File: src/rtl/npu_bias_pkg.sv
// rtl/npu_bias_pkg.sv - shared types and constants for the bias load path
// Purpose: FSM state encoding, default sizing constants and the lane-index
//          width helper used by bias_load_ctrl and lane_onehot_dec.
// Ports:   none (package).
package npu_bias_pkg;

  localparam int DEF_ARRAY_N    = 16;
  localparam int DEF_OUT_WIDTH  = 32;
  localparam int DEF_ADDR_WIDTH = 10;

  typedef enum logic [1:0] {
    S_IDLE = 2'd0,
    S_READ = 2'd1,
    S_FILL = 2'd2,
    S_DONE = 2'd3
  } bias_state_e;

  // One extra bit so that a full-array count (== ARRAY_N) is representable.
  function automatic int lane_idx_w(input int n);
    return $clog2(n) + 1;
  endfunction

endpackage

File: src/rtl/lane_onehot_dec.sv
// rtl/lane_onehot_dec.sv - lane index to one-hot lane select decoder
// Purpose: combinational decode of a lane index into an ARRAY_N-bit one-hot
//          vector; all zeros when disabled or when idx >= ARRAY_N.
// Ports:   idx    in  lane index (lane_idx_w(ARRAY_N) bits)
//          en     in  decode enable
//          onehot out ARRAY_N-bit one-hot select
module lane_onehot_dec
  import npu_bias_pkg::*;
#(
  parameter int ARRAY_N = DEF_ARRAY_N
) (
  input  logic [lane_idx_w(ARRAY_N)-1:0] idx,
  input  logic                           en,
  output logic [ARRAY_N-1:0]             onehot
);

  localparam int IW = lane_idx_w(ARRAY_N);

  // Equality per lane rather than a shift, so out-of-range indices
  // naturally decode to zero and never alias onto a real lane.
  always_comb begin
    onehot = '0;
    for (int i = 0; i < ARRAY_N; i++) begin
      onehot[i] = en && (idx == IW'(i));
    end
  end

endmodule

File: src/rtl/bias_load_ctrl.sv
// rtl/bias_load_ctrl.sv - bias buffer to Bias+ReLU SIMD lane load sequencer
// Purpose: accepts one load command per tile, streams up to ARRAY_N bias words
//          from the bias SRAM and drives the SIMD one-hot lane write port.
// Option:  BIAS_LOAD_CTRL_ZERO_FILL_EN - when defined, lanes beyond the
//          command count are written with zero in the FILL state.
// Ports:   clk, reset           clock, async active-high reset
//          cmd_valid/cmd_ready  load command handshake (ready only in IDLE)
//          cmd_base_addr        buffer address of lane 0's bias
//          cmd_count            lanes to load (clamped to ARRAY_N)
//          mem_rd_en/addr       buffer read strobe and address
//          mem_rd_data          read data, valid one cycle after the strobe
//          w_en/w_index/w_data  one-hot lane write port into the SIMD stage
//          busy, done           load in progress / completion pulse
module bias_load_ctrl
  import npu_bias_pkg::*;
#(
  parameter int ARRAY_N    = DEF_ARRAY_N,
  parameter int OUT_WIDTH  = DEF_OUT_WIDTH,
  parameter int ADDR_WIDTH = DEF_ADDR_WIDTH
) (
  input  logic                           clk,
  input  logic                           reset,
  input  logic                           cmd_valid,
  output logic                           cmd_ready,
  input  logic [ADDR_WIDTH-1:0]          cmd_base_addr,
  input  logic [lane_idx_w(ARRAY_N)-1:0] cmd_count,
  output logic                           mem_rd_en,
  output logic [ADDR_WIDTH-1:0]          mem_rd_addr,
  input  logic [OUT_WIDTH-1:0]           mem_rd_data,
  output logic [lane_idx_w(ARRAY_N)-1:0] w_index,
  output logic [OUT_WIDTH-1:0]           w_data,
  output logic [ARRAY_N-1:0]             w_en,
  output logic                           busy,
  output logic                           done
);

  localparam int            IW    = lane_idx_w(ARRAY_N);
  localparam logic [IW-1:0] LANES = IW'(ARRAY_N);
  localparam logic [IW-1:0] ONE   = IW'(1);

  bias_state_e        state;
  logic [IW-1:0]      cnt;       // lane whose read/fill is issued this cycle
  logic [IW-1:0]      n_lanes;   // latched, clamped lane count
  logic [IW-1:0]      n_eff;
  logic               issue;     // a lane write is launched this cycle
  logic               issue_mem; // ... and its data comes from the buffer
  logic               wr_mem;    // current write carries buffer data
  logic [ARRAY_N-1:0] lane_sel;

  assign n_eff     = (cmd_count > LANES) ? LANES : cmd_count;
  assign issue_mem = (state == S_READ) && (cnt < n_lanes);
`ifdef BIAS_LOAD_CTRL_ZERO_FILL_EN
  assign issue     = issue_mem || ((state == S_FILL) && (cnt < LANES));
`else
  assign issue     = issue_mem;
`endif

  lane_onehot_dec #(.ARRAY_N(ARRAY_N)) u_lane_dec (
    .idx    (cnt),
    .en     (issue),
    .onehot (lane_sel)
  );

  // Status flags are pure decodes of the state register.
  assign cmd_ready = (state == S_IDLE);
  assign busy      = (state != S_IDLE);
  assign done      = (state == S_DONE);

  // Buffer data arrives in the same cycle the registered lane strobe is
  // presented, so the data path is a gated pass-through; fill writes and
  // idle cycles present zero.
  assign w_data = wr_mem ? mem_rd_data : '0;

  // READ and FILL each spend one extra cycle after their last issue (cnt at
  // its limit) so the final registered write is visible before DONE.
  always_ff @(posedge clk or posedge reset) begin
    if (reset) begin
      state       <= S_IDLE;
      cnt         <= '0;
      n_lanes     <= '0;
      mem_rd_en   <= 1'b0;
      mem_rd_addr <= '0;
      w_en        <= '0;
      w_index     <= '0;
      wr_mem      <= 1'b0;
    end else begin
      w_en        <= lane_sel;
      w_index     <= issue ? cnt : '0;
      wr_mem      <= issue_mem;
      mem_rd_en   <= 1'b0;
      mem_rd_addr <= '0;
      case (state)
        S_IDLE: begin
          cnt <= '0;
          if (cmd_valid) begin
            n_lanes <= n_eff;
            if (n_eff != '0) begin
              state       <= S_READ;
              mem_rd_en   <= 1'b1;
              mem_rd_addr <= cmd_base_addr;
            end else begin
`ifdef BIAS_LOAD_CTRL_ZERO_FILL_EN
              state <= S_FILL;
`else
              state <= S_DONE;
`endif
            end
          end
        end
        S_READ: begin
          cnt <= cnt + ONE;
          if ((cnt + ONE) < n_lanes) begin
            mem_rd_en   <= 1'b1;
            mem_rd_addr <= mem_rd_addr + ADDR_WIDTH'(1);
          end
`ifdef BIAS_LOAD_CTRL_ZERO_FILL_EN
          if (((cnt + ONE) == n_lanes) && (n_lanes < LANES)) begin
            state <= S_FILL;
          end else if (cnt == n_lanes) begin
            state <= S_DONE;
          end
`else
          if (cnt == n_lanes) begin
            state <= S_DONE;
          end
`endif
        end
`ifdef BIAS_LOAD_CTRL_ZERO_FILL_EN
        S_FILL: begin
          cnt <= cnt + ONE;
          if (cnt == LANES) begin
            state <= S_DONE;
          end
        end
`endif
        S_DONE: begin
          cnt   <= '0;
          state <= S_IDLE;
        end
        default: begin
          cnt   <= '0;
          state <= S_IDLE;
        end
      endcase
    end
  end

endmodule
File: config.mk
export PLATFORM = sky130hd
export DESIGN_NAME = bias_load_ctrl
export DESIGN_NICKNAME = d
export VERILOG_FILES = /design/src/rtl/npu_bias_pkg.sv /design/src/rtl/lane_onehot_dec.sv /design/src/rtl/bias_load_ctrl.sv
export SDC_FILE = /design/constraint.sdc
export NUM_CORES = 1
export LEC_CHECK = 0
export ABC_CLOCK_PERIOD_IN_PS = 3310
export CORE_MARGIN = 2
export CORE_UTILIZATION = 41
export CTS_CLUSTER_DIAMETER = 150
export DETAILED_ROUTE_END_ITERATION = 10
export PLACE_DENSITY = 0.81
export REMOVE_ABC_BUFFERS = 1
export SYNTH_ARGS = -nofsm -noshare
export SYNTH_HDL_FRONTEND = slang
export SYNTH_SLANG_ARGS = --single-unit
File: constraint.sdc
create_clock -name clk -period 3.31 [get_ports clk]
set_clock_uncertainty 0.2 [all_clocks]
set_input_delay 0.662 -clock clk [delete_from_list [all_inputs] [get_ports clk]]
set_output_delay 0.662 -clock clk [all_outputs]
set_load 0.02 [all_outputs]
After elaboration in Yosys (flattened, before gate mapping)
Cells that the tools add are included.
{"block": "totals", "reg_bits": 45, "latchBits": 0, "mem_bits_rw": 0, "romBits": 0, "in_bits": 50, "out_inout_bits": 67, "word_cells": 72, "memories": 0}
{"block": "classes", "n_addsub": 2, "multipliers": 0, "n_div": 0, "magnitude_cmp": 3, "n_eq_ne": 20, "n_shift": 0, "muxes": 16, "bitwise_logic": 0, "reduce_logical": 23}
{"operator": "== test 5 x 4 -> 1 bit (second input constant)", "n": 8}
{"operator": "two-way mux 32 bit", "n": 1}
{"operator": "two-way mux 10 bit", "n": 3}
{"operator": "== test 5 x 3 -> 1 bit (second input constant)", "n": 4}
{"operator": "one-hot mux 10 bit (2 select lines)", "n": 1}
{"operator": "logical AND 1 bit", "n": 17}
{"operator": "two-way mux 5 bit", "n": 3}
{"operator": "adder 10 x 1 -> 10 bit (second input constant)", "n": 1}
{"operator": "== test 5 x 2 -> 1 bit (second input constant)", "n": 2}
{"operator": "less-than comparator 5 bit", "n": 2}
{"operator": "two-way mux 2 bit", "n": 3}
{"operator": "adder 5 x 1 -> 5 bit (second input constant)", "n": 1}
{"operator": "== test 5 x 1 -> 1 bit (second input constant)", "n": 1}
{"operator": "== test 5 bit", "n": 1}
{"operator": "greater-than comparator 5 bit (second input constant)", "n": 1}
{"operator": "logical NOT 5 bit", "n": 1}
{"operator": "nonzero test 5 bit", "n": 1}
{"operator": "one-hot mux 2 bit (2 select lines)", "n": 1}
{"operator": "AND reduction 2 bit", "n": 2}
{"operator": "two-way mux 1 bit", "n": 3}
{"operator": "== test 2 x 1 -> 1 bit (second input constant)", "n": 1}
{"operator": "== test 2 bit (second input constant)", "n": 1}
{"operator": "logical NOT 2 bit", "n": 1}
{"operator": "inequality test 2 x 1 -> 1 bit (second input constant)", "n": 1}
{"operator": "3 further kinds", "n": 3}

Logic depth before layout (Yosys ltp)
Gate-level depths: netlist (run 1).
{"block": "logic_depth", "depth_word": 6, "depth_mapped": 9, "depth_no_buf": 8}

Cells and area by module
A second synthesis (run 1) with hierarchy kept.
{"block": "unflattened", "hier_cells": 210, "area_unflattened_um2": 2218.4}
{"mod": "bias_load_ctrl", "n_inst": 1, "cells_each": 187, "area_each_um2": 2087.0, "seq_area_each_um2": 1126.1}
{"mod": "lane_onehot_dec", "n_inst": 1, "cells_each": 23, "area_each_um2": 131.4, "seq_area_each_um2": 0.0}

Worst setup path before layout (run 1)
OpenSTA, ideal clock, no wires.
{"block": "synth_timing", "kind": "flip-flop to flip-flop", "from": "register cnt[0]", "to": "register mem_rd_addr[0]", "setup_time_ns": 0.076, "t_arrival_ns": 2.183, "required_ns": 3.034, "slack_ns": 0.851, "stages_incl_launch_ff": 10, "n_path_buf": 1, "synth_period_minus_slack_ns": 2.459, "path_cell_list": "dfrtp_1 -> ha_1 -> and3_1 -> ha_1 -> inv_1 -> ha_1 -> a211o_1 -> a31o_1 -> buf_6 -> o2bb2ai_2"}
{"block": "synth_between", "elab_chain_cells": 4}
{"item": "start, declared", "line_no": "bias_load_ctrl.sv:42", "source": "logic [IW-1:0] cnt;"}
{"item": "start signal, assigned", "line_no": "bias_load_ctrl.sv:111", "source": "cnt <= cnt + ONE;"}
{"item": "adder 5 x 1 -> 5 bit", "line_no": "bias_load_ctrl.sv:112", "source": "if ((cnt + ONE) < n_lanes) begin"}
{"item": "less-than comparator 5 bit", "line_no": "bias_load_ctrl.sv:112"}
{"item": "two-way mux 10 bit", "line_no": "bias_load_ctrl.sv:112"}
{"item": "one-hot mux 10 bit (2 select lines)", "line_no": "bias_load_ctrl.sv:92", "source": "case (state)"}
{"item": "end signal, assigned", "line_no": "bias_load_ctrl.sv:100", "source": "mem_rd_addr <= cmd_base_addr;"}
{"item": "end signal, assigned", "line_no": "bias_load_ctrl.sv:114", "source": "mem_rd_addr <= mem_rd_addr + ADDR_WIDTH'(1);"}
{"item": "end, declared", "line_no": "bias_load_ctrl.sv:28", "source": "output logic [ADDR_WIDTH-1:0] mem_rd_addr,"}
No other way between the ends.
A chain may end at the register's enable or synchronous reset.

Final worst setup path (run 1)
{"block": "layout_timing", "from": "register wr_mem", "to": "output w_data[6]"}
{"block": "layout_between", "elab_chain_cells": 1}
{"item": "start, declared", "line_no": "bias_load_ctrl.sv:47", "source": "logic wr_mem;"}
{"item": "start signal, assigned", "line_no": "bias_load_ctrl.sv:89", "source": "wr_mem <= issue_mem;"}
{"item": "two-way mux 32 bit", "line_no": "bias_load_ctrl.sv:72", "source": "assign w_data = wr_mem ? mem_rd_data : '0;"}
{"item": "end, declared", "line_no": "bias_load_ctrl.sv:31", "source": "output logic [OUT_WIDTH-1:0] w_data,"}
No other way between the ends.

==> impl_metrics.json, run 1 <==
{
  "criticalPathCategory": "register to output port",
  "yosysSeqAreaShare_pct": 47.49,
  "clockBufferDepth": 2,
  "tightest_slew_ns": 0.7496,
  "synth_area_um2": 2371,
  "outcome": "finished clean",
  "grt_setup_unrepaired": "false",
  "cts-resized-gates": 0,
  "detail_route.wl_per_cell_um": 13.53,
  "gp_congestion": 0.8060,
  "vias": 1987,
  "drv_cap": 0,
  "start_util_pct": 42.80,
  "hold_buffers": 0,
  "synth_seq_cells": 45,
  "rows": 27,
  "hold_viol_final": 0,
  "finalMaxSlewViolations": 0,
  "power.density_nw_per_um2": 822.7,
  "postSynthAreaPerCell_um2": 10.58,
  "synth.largest_area_cell": "dfrtp_1",
  "dr.pass1.iters": 5,
  "synth_top_area_share_pct": 47.49,
  "grt_pass1_vias": 1918,
  "die_h_um": 80.05,
  "crit_end": "w_data[6]",
  "final_common_cell": "clkdlybuf4s50_1",
  "ant_nets": 0,
  "grt-ovfl-total": 0,
  "post_cts_buffers": 0,
  "vias_per_cell": 4.811,
  "coreArea_um2": 5540,
  "timing.rr.start": "cnt[0]",
  "fmax_mhz": 365.2,
  "track_usage_pct": 17.89,
  "area_growth_pct": 55.99,
  "ir_drop_uv": 699.1,
  "cts_buffers": 5,
  "rr_endpoint": "mem_rd_addr[1]",
  "min_path_cells": 1,
  "synthCells": 224,
  "drcViolationCount": 0,
  "p_leak_nw": 1.603,
  "reg2reg_slack_ns": 0.58,
  "die-width_um": 80.05,
  "r2r_cells": 8,
  "grt_pass1_wl_um": 8866,
  "h-tree-depth": 2,
  "post-route-period-util_pct": 82.73,
  "root_buffer": "clkbuf_8",
  "multi_input_area_um2": 1131,
  "seqCellArea_um2": 1126,
  "drive_gt1_share_pct": 8.211,
  "worstPathRequired_ns": 2.45,
  "cts.sinks": 45,
  "ios": 117,
  "nets": 406,
  "synth_warnings": 0,
  "cp-start-kind": "register",
  "n_antenna_cell": 0,
  "max_slew_margin_pct": 50.03,
  "period_minus_slack_ns": 2.738,
  "dieArea_um2": 6407,
  "cp-startpoint": "wr_mem",
  "grt_max_degree": 46,
  "worstSetupEndpointType": "output port",
  "synthTopCellsByArea": "dfrtp_1, and2_1, ha_1, o2bb2ai_2, nor2_1",
  "clk_pin_slew_ns": 0.08,
  "finalSetupTns_ns": 0,
  "final_core_util_pct": 66.76,
  "drt_iter0_drc": 73,
  "dp.final_hpwl_um": 4460,
  "cp_max_fo": 32,
  "wl_um": 5588,
  "setup_violations": 0,
  "n_fill_cell": 463,
  "clk_latency_ns": 0.30,
  "hold_path_class": "register to register",
  "layout_common_cells": "clkdlybuf4s50_1, dfrtp_1, and2_1",
  "antenna_found_initial": 0,
  "portBuffers": 116,
  "cts_tree": "done",
  "cp_data_arrival_time_ns": 1.88,
  "synth.distinct_cells": 34
}
[metal layers]
metal  part of all wire [%]  vias up  track usage [%]
met4                   0.66        0            4.068
li1                       -      977                -
met5                      0        -                0
met3                     11        4            6.222
met1                     36      911            19.62
met2                     53       95            32.92
[synth_stat cells]
| cell type | count |
|---|---|
| buf_2 | 1 |
| o2bb2ai_2 | 9 |
| dfrtp_1 | 45 |
| or4_4 | 1 |
| o21ai_0 | 6 |
| and3_1 | 1 |
| buf_6 | 2 |
| and2_1 | 35 |
| nand2b_1 | 9 |
| a211o_1 | 1 |
| nor2_1 | 17 |
| nor2b_1 | 1 |
| ha_1 | 16 |
| nor3_1 | 5 |
| a31oi_1 | 1 |
| clkbuf_1 | 6 |
| a21o_1 | 1 |
| and2_2 | 1 |
| nor4_1 | 5 |
| and2b_2 | 2 |
| o221ai_2 | 1 |
| a2bb2o_4 | 1 |
| a21oi_1 | 2 |
| nand2_1 | 11 |
| mux2_2 | 1 |
| and4_1 | 4 |
| xnor2_1 | 7 |
| a31o_1 | 1 |
| inv_2 | 1 |
| inv_1 | 16 |
| nand3_1 | 7 |
| nand4_1 | 2 |
| nor2_4 | 2 |
| xor2_1 | 3 |
[cell type report]
class | instances | area share (%)
well taps | 72 | 2.436
clock buffers | 6 | 1.962
repair buffers | 118 | 31.80
clock inverters | 2 | 1.049
inverters | 17 | 1.725
multi-input cells | 153 | 30.58
flip-flops and latches | 45 | 30.45
[state kept, by name, indices dropped and copies added (netlist names)]
| register | flops |
|---|---|
| wr_mem | 1 |
| w_en | 16 |
| mem_rd_addr | 10 |
| state | 2 |
| mem_rd_en | 1 |
| n_lanes | 5 |
| w_index | 5 |
| cnt | 5 |
[cells by family after synthesis]
| group | Yosys count | share of synthesized area [%] |
|---|---|---|
| compound gates | 23 | 10.19 |
| xor+xnor | 10 | 3.694 |
| fa+ha+maj | 16 | 8.443 |
| buf+inv | 26 | 4.802 |
| flops | 45 | 47.49 |
| mux | 1 | 0.4749 |
| simple gates | 103 | 24.91 |
[worst min-delay path by stage]
stage	slack (ns)	startpoint	endpoint
6_report	0.27	state[1]	state[1]
5_1_grt	0.30	state[1]	state[1]
3_5_place_dp	0.26	state[1]	state[1]
4_1_cts	0.27	state[1]	state[1]
2_1_floorplan	0.23	state[1]	state[1]
3_3_place_gp	0.25	state[1]	state[1]
[worst max-delay path, cell delays in order (launching register included)]
cell,delay [ns]
dfrtp_1,0.74
and2_1,0.22
clkdlybuf4s50_1,0.63
[report_power, final]
part,switching [mW],internal (mW),total [mW],leakage [nW]
Sequential,0.166,0.713,0.878,0.601
Clock,0.182,0.227,0.408,0.0554
Combinational,0.948,0.808,1.76,0.947
[metrics by stage]
step           hold WS [ns]  area [um^2]  std cells  setup WS, ns  total power [mW]
3_5_place_dp         0.2581         3587        405        0.5630             2.656
4_1_cts              0.2694         3699        413        0.5265             3.077
5_1_grt              0.3049         3699        413        0.3656             3.265
2_1_floorplan        0.2310         2321        215        0.7578             1.929
6_report             0.2737         3699        413        0.5715             3.043
3_3_place_gp         0.2531         3587        405        0.5675             2.613
No activity file was read; power rests on OpenSTA's default activity.
==> run 2: changes to the inputs <==
--- a/config.mk
+++ b/config.mk
@@ -5,12 +5,12 @@
 export SDC_FILE = /design/constraint.sdc
 export NUM_CORES = 1
 export LEC_CHECK = 0
-export ABC_CLOCK_PERIOD_IN_PS = 3310
+export ABC_CLOCK_PERIOD_IN_PS = 2300
 export CORE_MARGIN = 2
-export CORE_UTILIZATION = 41
+export CORE_UTILIZATION = 37
 export CTS_CLUSTER_DIAMETER = 150
 export DETAILED_ROUTE_END_ITERATION = 10
-export PLACE_DENSITY = 0.81
+export PLACE_DENSITY = 0.77
 export REMOVE_ABC_BUFFERS = 1
 export SYNTH_ARGS = -nofsm -noshare
 export SYNTH_HDL_FRONTEND = slang
==> constraint.sdc (replaced) <==
create_clock -name clk -period 2.3 [get_ports clk]
set_clock_uncertainty 0.2 [all_clocks]
set_input_delay 0.46 -clock clk [delete_from_list [all_inputs] [get_ports clk]]
set_output_delay 0.46 -clock clk [all_outputs]
set_load 0.02 [all_outputs]
==> impl_metrics.json, run 2 (synthesis results as in run 1) <==
{
  "finalMaxSlewViolations": 0,
  "finalSetupTns_ns": -0.004234,
  "timing.rr.start": "cnt[0]",
  "grt_setup_unrepaired": "true",
  "drt_iter0_drc": 48,
  "tightest_slew_ns": 0.4353,
  "grt_pass1_vias": 2152,
  "reg2reg_slack_ns": -0.004,
  "hold_viol_final": 0,
  "crit_top_cell": "ha_4",
  "path_cells": "ha_2 > and3_4 > ha_4 > inv_2 > ha_4 > a211o_1 > a31o_4 > buf_6 > o2bb2ai_2",
  "switchingPower_mw": 1.988,
  "dieArea_um2": 7064,
  "max_slew_margin_pct": 70.98,
  "layout_common_cells": "clkdlybuf4s50_1, dfrtp_1, and2_1",
  "cp_data_arrival_time_ns": 2.33,
  "criticalPathCategory": "register to register",
  "root_buffer": "clkbuf_8",
  "post-route-period-util_pct": 100.2,
  "power.density_nw_per_um2": 1211,
  "final_core_util_pct": 63.34,
  "period_minus_slack_ns": 2.304,
  "pwr-share-comb_pct": 62.7,
  "grt_pass1_wl_um": 9784,
  "die-width_um": 84.05,
  "cp_max_fo": 4,
  "vias": 2083,
  "worstPathRequired_ns": 2.32,
  "detail_route.wl_per_cell_um": 14.08,
  "r2r_cells": 9,
  "worstSetupEndpointType": "register",
  "h-tree-depth": 2,
  "grt_max_degree": 46,
  "area_growth_pct": 67.70,
  "cp-start-kind": "register",
  "drv_cap": 0,
  "final_common_cell": "clkdlybuf4s50_1",
  "nets": 422,
  "start_util_pct": 37.77,
  "drcViolationCount": 0,
  "dp.final_hpwl_um": 4767,
  "cts.sinks": 45,
  "switching_share_pct": 41.29,
  "vias_per_cell": 4.800,
  "antenna_found_initial": 0,
  "track_usage_pct": 17.44,
  "ios": 117,
  "hold_path_class": "register to register",
  "cpPeakStageDelay_ns": 0.39,
  "clockBufferDepth": 2,
  "cts_buffers": 5,
  "crit_end": "mem_rd_addr[0]",
  "crit_slowest_cell": "dfrtp_1",
  "p_int_mw": 2.827,
  "die_h_um": 84.05,
  "seq_power_share_pct": 24.8,
  "cts_tree": "done",
  "wl_um": 6111,
  "fmax_mhz": 434.0,
  "p_clk_share_pct": 12.5,
  "violations": "setup timing",
  "drive_gt1_share_pct": 14.29,
  "ant_nets": 0,
  "layout_setup_ws_ns": -0.004234,
  "gp_congestion": 0.7639,
  "dr.pass1.iters": 4,
  "top_regs": "w_en: 16 flops, mem_rd_addr: 10 flops",
  "largest_register_ffs": 16,
  "p_leak_nw": 2.030,
  "power.total_mw": 4.815,
  "clk_latency_ns": 0.29,
  "setup_violations": 1,
  "n_antenna_cell": 0,
  "hold_ws_ns": 0.2808,
  "outcome": "finished, violations left",
  "rows": 29,
  "ir_drop_uv": 847.9,
  "regMostFlops": "w_en",
  "portBuffers": 116,
  "coreArea_um2": 6277,
  "rr_endpoint": "mem_rd_addr[0]",
  "clk_pin_slew_ns": 0.08,
  "grt-ovfl-total": 0,
  "cp-startpoint": "cnt[0]"
}
==> run 2: worst min path at each step <==
stage	endpoint	startpoint	cells past startpoint
after global routing	state[1]	state[1]	1
final	n_lanes[3]	n_lanes[3]	2
after CTS	state[1]	state[1]	1
after detailed placement	n_lanes[3]	n_lanes[3]	2
after floorplan	state[1]	state[1]	1
after global placement	state[1]	state[1]	1
==> run 2: routing by layer <==
layer	GRT usage, %	vias up	routed length, um
met3	3.858	8	416
met2	35.93	97	3429
met4	5.572	0	92
met1	16.48	975	2172
met5	0	-	0
li1	-	1003	-
==> run 2: critical path: cells and delay by family, from the launching register on <==
family,cells,cell delay (ns)
buffers and inverters,2,0.17
flip-flops,1,0.39
adder cells (fa/ha/maj),3,0.66
AO/OA/AOI/OAI,3,0.63
AND/OR/NAND/NOR,1,0.18
==> run 2: power by group through the flow <==
| stage | logic [mW] | registers [mW] | clock network, mW |
|---|---|---|---|
| finish | 3.02 | 1.19 | 0.602 |
| global route | 3.27 | 1.22 | 0.647 |
| detailed placement | 2.80 | 1.20 | 0 |
| global placement | 2.73 | 1.20 | 0 |
| floorplan | 1.37 | 1.40 | 0 |
| CTS | 2.96 | 1.19 | 0.620 |
==> run 2: metrics by stage <==
| stage | instance area, um^2 | worst slack, ns | instances |
|---|---|---|---|
| final | 3976 | -0.004234 | 434 |
| after global routing | 3976 | -0.06519 | 434 |
| after CTS | 3889 | 0.0008151 | 432 |
| after detailed placement | 3704 | -0.1983 | 423 |
| after global placement | 3704 | -0.1152 | 423 |
| after floorplan | 2321 | -0.2522 | 215 |
==> run 2: cell type report <==
| cell class | count | area (um^2) |
|---|---|---|
| Clock buffer | 7 | 86.33 |
| Clock inverter | 1 | 30.03 |
| Fill cell | 497 | 2301 |
| Inverter | 17 | 63.81 |
| Multi-Input combinational cell | 153 | 1212 |
| Sequential cell | 45 | 1126 |
| Tap cell | 77 | 96.34 |
| Timing Repair Buffer | 134 | 1361 |
==> run 2: what timing repair did <==
action                     in CTS  in global routing
setup endpoints to repair      23                 40
setup buffers                   1                  2
hold buffers                    0                  0
gates resized for setup        20                 25
pin swaps                       3                  3
